### src/rtl/traffic_light_param.sv
// Main/side intersection controller with pedestrian walk phase, all-red clearance,
// one-shot side-green extension and night flash; single clock with internal tick enable.
module traffic_light_param #(
  parameter int TICK_DIV = 5,
  parameter int CNT_W    = 5,
  parameter int T_MG_MIN = 6,
  parameter int T_MG_MAX = 12,
  parameter int T_Y      = 2,
  parameter int T_AR     = 1,
  parameter int T_WALK   = 3,
  parameter int T_SG     = 6,
  parameter int T_SG_EXT = 3
) (
  input  logic             clk,
  input  logic             rst,
  input  logic             Sensor,
  input  logic             walkButton,
  input  logic             flashMode,
  output logic             mainLightR,
  output logic             mainLightY,
  output logic             mainLightG,
  output logic             sideLightR,
  output logic             sideLightY,
  output logic             sideLightG,
  output logic             walkLight,
  output logic [CNT_W-1:0] walkCount,
  output logic             tick,
  output logic [3:0]       state
);

  localparam int DIV_W = $clog2(TICK_DIV);

  localparam logic [3:0] S_MG    = 4'd0;
  localparam logic [3:0] S_MY    = 4'd1;
  localparam logic [3:0] S_AR1   = 4'd2;
  localparam logic [3:0] S_WALK  = 4'd3;
  localparam logic [3:0] S_SG    = 4'd4;
  localparam logic [3:0] S_SY    = 4'd5;
  localparam logic [3:0] S_AR2   = 4'd6;
  localparam logic [3:0] S_FLASH = 4'd7;

  localparam logic [DIV_W-1:0] DIV_LAST  = DIV_W'(TICK_DIV - 1);
  localparam logic [DIV_W-1:0] DIV_ZERO  = {DIV_W{1'b0}};
  localparam logic [DIV_W-1:0] DIV_ONE   = DIV_W'(1);
  localparam logic [CNT_W-1:0] PH_ZERO   = {CNT_W{1'b0}};
  localparam logic [CNT_W-1:0] PH_ONE    = CNT_W'(1);
  localparam logic [CNT_W-1:0] MG_MIN_M1 = CNT_W'(T_MG_MIN - 1);
  localparam logic [CNT_W-1:0] MG_MAX_M1 = CNT_W'(T_MG_MAX - 1);
  localparam logic [CNT_W-1:0] Y_M1      = CNT_W'(T_Y - 1);
  localparam logic [CNT_W-1:0] AR_M1     = CNT_W'(T_AR - 1);
  localparam logic [CNT_W-1:0] WALK_M1   = CNT_W'(T_WALK - 1);
  localparam logic [CNT_W-1:0] WALK_LEN  = CNT_W'(T_WALK);
  localparam logic [CNT_W-1:0] SG_M1     = CNT_W'(T_SG - 1);
  localparam logic [CNT_W-1:0] SG_EXT_M1 = CNT_W'((T_SG_EXT > 0) ? (T_SG_EXT - 1) : 0);
  localparam logic             EXT_EN    = (T_SG_EXT > 0) ? 1'b1 : 1'b0;

  // Lamp vector order: {mainR, mainY, mainG, sideR, sideY, sideG, walk}
  localparam logic [6:0] LAMP_MG   = 7'b0011000;
  localparam logic [6:0] LAMP_MY   = 7'b0101000;
  localparam logic [6:0] LAMP_AR   = 7'b1001000;
  localparam logic [6:0] LAMP_WALK = 7'b1001001;
  localparam logic [6:0] LAMP_SG   = 7'b1000010;
  localparam logic [6:0] LAMP_SY   = 7'b1000100;

  logic [DIV_W-1:0] div_q, div_d;
  logic [3:0]       state_q, state_d;
  logic [CNT_W-1:0] phase_q, phase_d;
  logic             walk_pend_q, walk_pend_d;
  logic             side_pend_q, side_pend_d;
  logic             ext_used_q, ext_used_d;
  logic             flash_ph_q, flash_ph_d;
  logic [6:0]       lamps_q, lamps_d;
  logic [CNT_W-1:0] walk_cnt_q, walk_cnt_d;
  logic             tick_s;
  logic             enter_walk_s;
  logic             enter_sg_s;

  assign tick_s = (div_q == DIV_LAST);

  // State, counters, request latches and registered lamp outputs
  always_ff @(posedge clk) begin
    if (!rst) begin
      div_q       <= DIV_ZERO;
      state_q     <= S_MG;
      phase_q     <= PH_ZERO;
      walk_pend_q <= 1'b0;
      side_pend_q <= 1'b0;
      ext_used_q  <= 1'b0;
      flash_ph_q  <= 1'b0;
      lamps_q     <= LAMP_MG;
      walk_cnt_q  <= PH_ZERO;
    end else begin
      div_q       <= div_d;
      state_q     <= state_d;
      phase_q     <= phase_d;
      walk_pend_q <= walk_pend_d;
      side_pend_q <= side_pend_d;
      ext_used_q  <= ext_used_d;
      flash_ph_q  <= flash_ph_d;
      lamps_q     <= lamps_d;
      walk_cnt_q  <= walk_cnt_d;
    end
  end

  // Tick divider and next-state / phase sequencing
  always_comb begin
    state_d    = state_q;
    phase_d    = phase_q;
    ext_used_d = ext_used_q;
    flash_ph_d = flash_ph_q;
    if (tick_s) begin
      div_d = DIV_ZERO;
    end else begin
      div_d = div_q + DIV_ONE;
    end

    if (tick_s) begin
      if (flashMode) begin
        // Flash request overrides every other transition on this tick
        state_d = S_FLASH;
        if (state_q == S_FLASH) begin
          flash_ph_d = ~flash_ph_q;
          phase_d    = phase_q;
        end else begin
          flash_ph_d = 1'b1;
          phase_d    = PH_ZERO;
        end
      end else begin
        phase_d = phase_q + PH_ONE;
        case (state_q)
          S_MG: begin
            if (((phase_q >= MG_MIN_M1) && (walk_pend_q || side_pend_q)) ||
                (phase_q == MG_MAX_M1)) begin
              state_d = S_MY;
            end else begin
              state_d = S_MG;
            end
          end
          S_MY: begin
            if (phase_q == Y_M1) begin
              state_d = S_AR1;
            end else begin
              state_d = S_MY;
            end
          end
          S_AR1: begin
            if (phase_q != AR_M1) begin
              state_d = S_AR1;
            end else if (walk_pend_q) begin
              state_d = S_WALK;
            end else begin
              state_d = S_SG;
            end
          end
          S_WALK: begin
            if (phase_q == WALK_M1) begin
              state_d = S_SG;
            end else begin
              state_d = S_WALK;
            end
          end
          S_SG: begin
            if (ext_used_q) begin
              if (phase_q == SG_EXT_M1) begin
                state_d = S_SY;
              end else begin
                state_d = S_SG;
              end
            end else if (phase_q == SG_M1) begin
              if (Sensor && EXT_EN) begin
                ext_used_d = 1'b1;
                phase_d    = PH_ZERO;
                state_d    = S_SG;
              end else begin
                state_d = S_SY;
              end
            end else begin
              state_d = S_SG;
            end
          end
          S_SY: begin
            if (phase_q == Y_M1) begin
              state_d = S_AR2;
            end else begin
              state_d = S_SY;
            end
          end
          S_AR2: begin
            if (phase_q == AR_M1) begin
              state_d = S_MG;
            end else begin
              state_d = S_AR2;
            end
          end
          S_FLASH: begin
            state_d = S_AR2;
          end
          default: begin
            state_d = S_MG;
          end
        endcase

        if (state_d != state_q) begin
          phase_d    = PH_ZERO;
          flash_ph_d = 1'b0;
        end else begin
          flash_ph_d = flash_ph_q;
        end
        if ((state_d == S_SG) && (state_q != S_SG)) begin
          ext_used_d = 1'b0;
        end else begin
          ext_used_d = ext_used_d;
        end
      end
    end else begin
      state_d = state_q;
    end
  end

  assign enter_walk_s = (state_d == S_WALK) && (state_q != S_WALK);
  assign enter_sg_s   = (state_d == S_SG) && (state_q != S_SG);

  // Request latches sample every clock; clearing on phase entry wins over a new request
  always_comb begin
    walk_pend_d = walk_pend_q;
    side_pend_d = side_pend_q;
    if (enter_walk_s) begin
      walk_pend_d = 1'b0;
    end else if (walkButton && (state_q != S_WALK)) begin
      walk_pend_d = 1'b1;
    end else begin
      walk_pend_d = walk_pend_q;
    end
    if (enter_sg_s) begin
      side_pend_d = 1'b0;
    end else if (Sensor) begin
      side_pend_d = 1'b1;
    end else begin
      side_pend_d = side_pend_q;
    end
  end

  // Lamp decode from the next state so the registered lamps track the state register
  always_comb begin
    lamps_d    = LAMP_AR;
    walk_cnt_d = PH_ZERO;
    case (state_d)
      S_MG:    lamps_d = LAMP_MG;
      S_MY:    lamps_d = LAMP_MY;
      S_AR1:   lamps_d = LAMP_AR;
      S_WALK: begin
        lamps_d    = LAMP_WALK;
        walk_cnt_d = WALK_LEN - phase_d;
      end
      S_SG:    lamps_d = LAMP_SG;
      S_SY:    lamps_d = LAMP_SY;
      S_AR2:   lamps_d = LAMP_AR;
      S_FLASH: lamps_d = {1'b0, flash_ph_d, 1'b0, flash_ph_d, 3'b000};
      default: lamps_d = LAMP_AR;
    endcase
  end

  assign mainLightR = lamps_q[6];
  assign mainLightY = lamps_q[5];
  assign mainLightG = lamps_q[4];
  assign sideLightR = lamps_q[3];
  assign sideLightY = lamps_q[2];
  assign sideLightG = lamps_q[1];
  assign walkLight  = lamps_q[0];
  assign walkCount  = walk_cnt_q;
  assign tick       = tick_s;
  assign state      = state_q;

endmodule

### config.mk
export PLATFORM = sky130hd
export DESIGN_NAME = traffic_light_param
export DESIGN_NICKNAME = d
export VERILOG_FILES = /design/src/rtl/traffic_light_param.sv
export SDC_FILE = /design/constraint.sdc
export NUM_CORES = 1
export LEC_CHECK = 0
export ABC_AREA = 1
export CORE_MARGIN = 3
export CORE_UTILIZATION = 54
export CTS_CLUSTER_SIZE = 30
export DETAILED_ROUTE_END_ITERATION = 10
export PLACE_DENSITY = 0.89
export RECOVER_POWER = 100
export SETUP_SLACK_MARGIN = 0.02
export SYNTH_ARGS = -nofsm -noshare
export SYNTH_HDL_FRONTEND = slang
export SYNTH_SLANG_ARGS = --single-unit
### constraint.sdc
create_clock -name clk -period 2.7 [get_ports clk]
set_input_delay 0.54 -clock clk [delete_from_list [all_inputs] [get_ports clk]]
set_output_delay 0.54 -clock clk [all_outputs]
set_load 0.02 [all_outputs]
==> summary.md <==
| Metric | Value |
|---|---|
| Status | `completed` |
| Post-synth top area share | `0.340` |
| Register area share after synthesis | `0.340` |
| I/O pin total | `22` |
| Antenna violations before repair | `0` |
| Fin. Hold Viols | `0` |
| CTS tree | `yes` |
| Routability-driven placement congestion ratio | `between 0.9 and 1` |
| HP Class | `reg -> reg` |
| Uppermost routed layer | `met4` |
| Net Sw Frac | `0.289` |
| # diodes | `0` |
| Met3 Wirelength | `213 µm` |
| Crit Path Category | `reg -> reg` |
| Hold path endpoint | `div_q[0]$_SDFF_PP0_` |
| DPL Wire Length | `2910 µm` |
| Combinational Power Share | `0.195` |
| Count leader, synth | `nand2_1` |
| Global-route usage over all layers | `0.224` |
| Warning count from the yosys run | `0` |
| Final period utilization | `0.916` |
| RSZ-0062 raised after global routing | `false` |
| Startpoint types | `register` |
| Max_cap viols | `0` |
| Hold path cells | `1` |
| Seq pwr share | `0.549` |
| Total Wirelength | `about 3800 µm` |
| Area growth, synth to finish | `16.3%` |
| Critical Path RT | `2.98 ns` |
| Post-Syn Nets | `243` |
| Met2 Wirelength | `about 1800 µm` |
| Final core utilization | `0.678` |
| Clock root buffer master | `clkbuf_4` |
| Rel. slew slack | `0.678` |
| DRT antenna net count | `0` |
| Pwr per Cell Area | `about 420 nW/µm²` |
| Row count | `19` |
| Setup_tns | `0 ns` |
| H-tree levels | `1` |
| Post-synth EDFFs | `0` |
| Longest Clk Path Bufs | `2` |
| Clock power share | `0.256` |
| Post-synth top area cell | `dfxtp_1` |
| Setup-failing EPs final | `0` |
| Worst flop-to-flop path startpoint | `phase_q[1]$_SDFF_PN0_` |
| Nets | `269` |
| Drt first-iter violations | `86` |
| Largest net degree at the start of global routing | `16` |
| DRC viols | `0` |
| Min-delay src | `div_q[0]$_SDFF_PP0_` |
| FF/Latch Area | `around 560 µm²` |
| Total grt overflow | `0` |
| Mean Syn Cell Area | `7.13 µm²` |
| Seq cells post-synth | `28` |
| Main flop type after synthesis | `dfxtp_1` |
| Wl on met1 | `1720 µm` |
| Vias in the first global route | `1415` |
| Drt pass-1 iters | `4` |
| Crit Path Max Fanout | `4` |
| Full die area | `3750 µm²` |
| Area of the multi-input gates | `896 µm²` |
| Max-slew violation count | `0` |
| Vias post-DR | `between 1500 and 2000` |
| Number of CTS-inserted buffers | `3` |
| Worst-path clk slew | `0.15 ns` |
| Reg2Reg Depth | `18` |
| Post-CTS Hold Fix Bufs | `0` |
| Synthesized area | `1650 µm²` |
| First-pass GRT wire length | `6300 µm` |
| Clk_lat worst skew | `0.33 ns` |
| Worst R2R End | `walkCount[4]$_SDFF_PN0_` |
| Peak supply drop | `between 0.0003 and 0.0004 V` |
| WL per Instance | `around 13 µm` |
| Core Area | `2830 µm²` |
| Leakage | `roughly 0.94 nW` |
| F_max | `404 MHz` |
| Final min period | `2.47 ns` |
| Worst-margin pin slew | `0.483 ns` |
| Post-route clock skew | `0.00150 ns` |
| Initial Util | `0.582` |
| CP Capture Type | `register` |
| Clock sinks | `28` |
| Share of layout cells above drive strength 1 | `0.168` |
| Ys async rst share | `0` |
| Gate count after technology mapping | `231` |
| Netlist cell types | `30` |
| Critical path arrival | `2.76 ns` |
| Synth cell count leaders | `nand2_1, inv_1, nor2_1, dfxtp_1, nand3_1` |
| Net Sw Power | `0.233 mW` |
| Internal Power | `0.574 mW` |
| Fill cells | `approximately 260` |
| Die Wd | `61.2 µm` |
| Avg Vias per Cell | `5.48` |
| R2r setup slk | `0.23 ns` |
| Port Buffers | `21` |
| Largest cells by area after synthesis | `dfxtp_1, nand2_1, inv_1, nor2_1, ha_1` |
| Die height | `61.2 µm` |
[layout by cell type, fill, tap and decap left out, types with 7 or more instances in the layout]
cell / count
nand3_1: 12
nand2_1: 40
nor2_1: 34
dlygate4sd3_1: 17
inv_1: 35
ha_1: 7
nand4_1: 9
a21oi_1: 7
dfxtp_1: 26
[how the worst max path moves through the flow]
stage,startpoint,to,slack (ns),depth (start not counted)
floorplan,phase_q[0]$_SDFF_PN0_,walkCount[4]$_SDFF_PN0_,0.50,18
global placement,flashMode,walkCount[4]$_SDFF_PN0_,0.15,10
detailed placement,flashMode,walkCount[4]$_SDFF_PN0_,0.1,10
CTS,phase_q[0]$_SDFF_PN0_,walkCount[4]$_SDFF_PN0_,0.20,18
global route,phase_q[0]$_SDFF_PN0_,walkCount[4]$_SDFF_PN0_,0.02,16
finish,phase_q[1]$_SDFF_PN0_,walkCount[4]$_SDFF_PN0_,0.23,18
[cell type report]
type,instances,share of cell area
Clock buffer,4,0.0189
Inverter,41,0.0803
Multi-Input combinational cell,159,0.467
Sequential cell,28,0.294
Tap cell,31,0.0202
Timing Repair Buffer,24,0.119
[critical path, stage by stage, from the launching register on]
cell	delay, ns
dfxtp_1	0.37
inv_2	0.09
ha_1	0.18
inv_1	0.06
nor2_2	0.12
nand3_2	0.10
nand2_2	0.09
nand2_1	0.08
nor2_2	0.11
nand2_1	0.06
nand2_1	0.09
o21ai_2	0.07
nor2_4	0.17
nand4_2	0.11
o21ai_2	0.10
o21ai_2	0.10
ha_1	0.23
nand3b_1	0.17
a21oi_2	0.13
[power groups by stage]
stage	logic (mW)	registers [mW]	clock network, mW
after floorplan	0.0960	0.460	0
after global placement	0.150	0.452	0
after detailed placement	0.153	0.452	0
after CTS	0.154	0.443	0.214
after global routing	0.173	0.447	0.224
final	0.157	0.443	0.206
[metrics by stage]
stage	instance area [µm²]	cells	hold WS, ns	power (mW)	worst slack, ns
3_3_place_gp	1870	281	0.433	0.602	0.153
4_1_cts	1910	285	0.470	0.811	0.204
6_report	1920	287	0.460	0.807	0.227
5_1_grt	1920	287	0.521	0.844	0.0211
3_5_place_dp	1870	281	0.443	0.605	0.0994
2_1_floorplan	1650	231	0.417	0.556	0.503
[kinds of logic (layout without fill, tap and decap cells)]
kind of cell / count (synthesis) / count (layout) / synth area share
compound gates: 26 / 26 / 0.108
xor+xnor: 2 / 2 / 0.0106
fa+ha+maj: 7 / 7 / 0.0531
buf+inv: 44 / 69 / 0.112
flops: 28 / 28 / 0.340
simple gates: 124 / 124 / 0.376
[repair_timing]
item                                    CTS  global route
endpoints found under the setup margin    0             1
resized for setup                         0             5
buffers inserted                          0             2
[per-layer routing]
layer	up-vias	track usage
li1	785	-
met4	0	0.0743
met1	716	0.310
met3	7	0.0210
met2	64	0.366
met5	-	0
[sequential cells by signal (all words and copies together), names as in the netlist]
signal and flops:
walk_pend_q 1, div_q 3, side_pend_q 1, walkCount 5, state 4, flash_ph_q 1, lamps_q 7, phase_q 5
ext_used_q 1
Note: power is estimated with default switching activity, not from simulation.
